`src/rtl/inst_fetch.sv`:
```
// Instruction-fetch front end: owns the PC and assembles each 32-bit instruction from four
// byte reads over the shared memory port, then holds it for decode until it is consumed.
module inst_fetch #(
  parameter logic [31:0] RESET_PC = 32'h0000_0000
) (
  input  logic        clk,
  input  logic        rst,
  input  logic        stall_i,
  input  logic        branch_flag_i,
  input  logic [31:0] branch_target_address_i,
  output logic        mem_req_o,
  output logic [31:0] mem_addr_o,
  input  logic        mem_gnt_i,
  input  logic [7:0]  mem_din_i,
  output logic [31:0] pc_o,
  output logic [31:0] inst_o,
  output logic        inst_valid_o
);

  typedef enum logic [0:0] {StFetch, StHold} state_e;

  state_e      state_q;
  logic [31:0] pc_q;
  logic [2:0]  iss_q;
  logic [2:0]  cap_q;
  logic [23:0] byte_buf_q;
  logic        pend_q;
  logic        redirect;
  logic        grant;

  always_comb begin
    mem_req_o  = (state_q == StFetch) && (iss_q < 3'd4) && !rst;
    mem_addr_o = pc_q + {29'd0, iss_q};
    redirect   = branch_flag_i && !stall_i;
    grant      = mem_req_o && mem_gnt_i;
  end

  always_ff @(posedge clk) begin
    if (rst) begin
      state_q      <= StFetch;
      pc_q         <= RESET_PC;
      iss_q        <= 3'd0;
      cap_q        <= 3'd0;
      byte_buf_q   <= 24'd0;
      pend_q       <= 1'b0;
      pc_o         <= RESET_PC;
      inst_o       <= 32'd0;
      inst_valid_o <= 1'b0;
    end else if (redirect) begin
      // Clearing pend_q drops any byte still returning from the old stream.
      state_q      <= StFetch;
      pc_q         <= branch_target_address_i;
      iss_q        <= 3'd0;
      cap_q        <= 3'd0;
      pend_q       <= 1'b0;
      inst_valid_o <= 1'b0;
    end else begin
      case (state_q)
        StFetch: begin
          pend_q <= grant;
          if (grant) begin
            iss_q <= iss_q + 3'd1;
          end
          if (pend_q) begin
            cap_q <= cap_q + 3'd1;
            case (cap_q[1:0])
              2'd0: byte_buf_q[7:0]   <= mem_din_i;
              2'd1: byte_buf_q[15:8]  <= mem_din_i;
              2'd2: byte_buf_q[23:16] <= mem_din_i;
              default: begin
                inst_o       <= {mem_din_i, byte_buf_q};
                pc_o         <= pc_q;
                inst_valid_o <= 1'b1;
                state_q      <= StHold;
              end
            endcase
          end
        end
        StHold: begin
          if (!stall_i) begin
            state_q      <= StFetch;
            pc_q         <= pc_q + 32'd4;
            iss_q        <= 3'd0;
            cap_q        <= 3'd0;
            pend_q       <= 1'b0;
            inst_valid_o <= 1'b0;
          end
        end
        default: state_q <= StFetch;
      endcase
    end
  end

endmodule

```
`config.mk`:
```
export PLATFORM = sky130hd
export DESIGN_NAME = inst_fetch
export DESIGN_NICKNAME = d
export VERILOG_FILES = /design/src/rtl/inst_fetch.sv
export SDC_FILE = /design/constraint.sdc
export NUM_CORES = 1
export LEC_CHECK = 0
export ABC_AREA = 1
export ABC_CLOCK_PERIOD_IN_PS = 2500
export CAP_MARGIN = 10
export CORE_MARGIN = 3
export CORE_UTILIZATION = 48
export DETAILED_ROUTE_END_ITERATION = 12
export PLACE_DENSITY = 0.75
export SLEW_MARGIN = 10
export SYNTH_ARGS = -nofsm -noshare
export SYNTH_HDL_FRONTEND = slang
export SYNTH_SLANG_ARGS = --single-unit
```
`constraint.sdc`:
```
create_clock -name clk -period 2.5 [get_ports clk]
set_input_delay 0.625 -clock clk [delete_from_list [all_inputs] [get_ports clk]]
set_output_delay 0.625 -clock clk [all_outputs]
set_load 0.01 [all_outputs]
```
==> impl_metrics.env <==
export IMPL_firstDrtPassIters=5
export IMPL_die_h_um=120
export IMPL_hold_path_depth=2
export IMPL_r2r_cells=11
export IMPL_dp_hpwl_um=14600
export IMPL_routabilityCongestion=0.954
export IMPL_register_area_um2=2580
export IMPL_final_common_cell="nor2_1"
export IMPL_num_vias=6680
export IMPL_grt_max_degree=65
export IMPL_syn_inst=894
export IMPL_routed_wl_um=20400
export IMPL_synthesis_nets=949
export IMPL_status="finished, violations left"
export IMPL_totalPowerFinal_mw=5.06
export IMPL_fillCellCount=1034
export IMPL_dr_wl_met3_um=1340
export IMPL_finalHoldViolations=0
export IMPL_wire_per_inst_um=15.9
export IMPL_cp_required_ps=1880
export IMPL_final_cell_mix="nor2_1 (215), nand2_1 (134), dfxtp_1 (119), clkdlybuf4s50_1 (110), o21ai_0 (104)"
export IMPL_avgSynthCellArea_um2=6.99
export IMPL_grt_ovfl_total=0
export IMPL_yosysWarningCount=0
export IMPL_yosysSeqAreaShare=0.410
export IMPL_drt_iter0_drc=774
export IMPL_p_leak_nw=3.83
export IMPL_synth_cell_type_count=36
export IMPL_finish_utilization=0.722
export IMPL_die_area_um2=14400
export IMPL_hold_path_class="register to register"
export IMPL_setup_ws_ps=-271
export IMPL_wl_met1_um=9100
export IMPL_start_kind="register"
export IMPL_finalSetupViolCount=26
export IMPL_cts_clk_slew_worst_paths_ps=60
export IMPL_start_util=0.493
export IMPL_pin_count=143
export IMPL_crit_path_end_kind="primary output"
export IMPL_io_buffers=142
export IMPL_multi_input_area_um2=3580
export IMPL_htree_levels=4
export IMPL_ir_worst_vdd_mv=0.369
export IMPL_netlist_area_um2=6250
export IMPL_syn_to_final_growth_pct=46.4
export IMPL_cp_max_fo=3
export IMPL_skew_ps=7.29
export IMPL_maxCapViolCount=0
export IMPL_grtUsageTotal=0.285
export IMPL_cts_root_buf="clkbuf_16"
export IMPL_grt_pass1_wl_um=32500
export IMPL_synth_seq_cells=128
export IMPL_num_nets_final=1155
export IMPL_final_layout_size_suffix_gt1_frac=0.216
export IMPL_rsz0062_at_grt="true"
export IMPL_crit_arrival_ps=2150
export IMPL_drv_slew=0
export IMPL_critical_path_class="register to primary output"
export IMPL_n_antenna_cell=0
export IMPL_wl_met2_um=9500
export IMPL_drc=0
export IMPL_clkLatencyLatePin_ps=420
export IMPL_num_rows=41
export IMPL_clockBufferDepth=2
export IMPL_cts_sinks=128
export IMPL_tritoncts="built"
export IMPL_core_area_um2=12700
export IMPL_tightest_slew_ps=472
export IMPL_fmax_mhz=361
export IMPL_ant_nets=0
export IMPL_grt_antenna_before_repair=0
export IMPL_cts_buffers=17
export IMPL_grt_pass1_vias=6318
export IMPL_fin_crit_sh=1.11
export IMPL_dieWidth_um=120
export IMPL_post_route_min_period_ps=2770
export IMPL_cts_hold_fix_buffers=0
export IMPL_maxSlewHeadroom=0.684
export IMPL_p_per_area_nw_per_um2=553
export IMPL_top_layer_used="met4"
export IMPL_vias_per_cell=5.20
export IMPL_violations="setup timing"
-- path summary, 6_finish.rpt --
kind	startpoint	to	slack, ps
setup / recovery	pc_q[0]	mem_addr_o[30]	-270
hold / removal	inst_valid_o	inst_valid_o	460
setup reg to reg	pc_q[2]	pc_q[26]	610
hold reg to reg	inst_valid_o	inst_valid_o	460
-- worst max-delay path, stage by stage (launching register included) --
cell     delay [ps]
dfxtp_2         350
ha_4            140
fa_2            200
nand2_2          70
a21oi_4         250
buf_6           160
nand2_4          60
nor2_4          100
nand2_1          70
xor2_1          160
buf_2           160
-- timing repair --
item	in CTS	in global routing
pin swaps	19	18
setup buffers	9	6
hold endpoints to repair	0	0
gates resized for setup	176	44
setup endpoints to repair	31	30
-- synth_stat cells (all sizes together) --
master  instances  area [µm²]
a211oi          8        60.1
a21oi          42         225
buf            24         158
clkbuf         12        48.8
dfxtp         128        2560
fa              1        20.0
ha              9         113
inv            56         210
nand2         166         668
nand3          54         275
nand4           5        31.3
nor2          241         986
nor3            3        20.0
nor3b           2        20.0
o211ai          2        15.0
o21ai         106         531
o21bai          1        7.51
o32ai           1        16.3
or2             2        12.5
xnor2           1        8.76
xor2           30         263
-- stage by stage --
stage                     hold WS, ps  setup WS (ps)  setup TNS [ps]  cells  cell area (µm²)
final                             463           -271           -3750   1285             9150
after global routing              501           -354           -5840   1285             9150
after CTS                         474           -307           -3770   1282             8970
after detailed placement          461           -391           -4650   1243             8250
after global placement            448           -286           -3590   1243             8250
after floorplan                   443            245               0    894             6250
-- logic make-up (layout without fill, tap and decap cells) --
group,Yosys count,count (layout),share of synthesized area
XOR/XNOR,31,31,0.0434
AND/OR/NAND/NOR,473,473,0.322
AO/OA/AOI/OAI,160,160,0.137
buffers and inverters,92,311,0.0667
flip-flops,128,128,0.410
adder cells (fa/ha/maj),10,10,0.0212
-- report_power, final --
| part | internal (mW) | total [mW] | switching [mW] |
|---|---|---|---|
| Sequential | 2.08 | 2.12 | 0.0393 |
| Clock | 1.53 | 2.47 | 0.941 |
| Combinational | 0.213 | 0.471 | 0.258 |
| Total | 3.82 | 5.06 | 1.24 |
-- cell type report --
class                           count  share of cell area
Timing Repair Buffer              223               0.216
Clock buffer                       21              0.0503
Inverter                           56              0.0235
Clock inverter                     11              0.0141
Tap cell                          172              0.0235
Sequential cell                   128               0.282
Multi-Input combinational cell    674               0.391
-- metal layers --
layer  global-route usage  up-vias
met5                    0        -
met4                0.106        0
met3               0.0547       34
met2                0.456      268
met1                0.382     3092
li1                     -     3286
-- flip-flops by register name, indices dropped and copies added, names as in the netlist, 2 cells and up --
| signal | flops |
|---|---|
| inst_o | 32 |
| pc_o | 32 |
| pc_q | 32 |
| byte_buf_q | 24 |
| iss_q | 3 |
| cap_q | 2 |
Note: power is estimated with default switching activity, not from simulation.
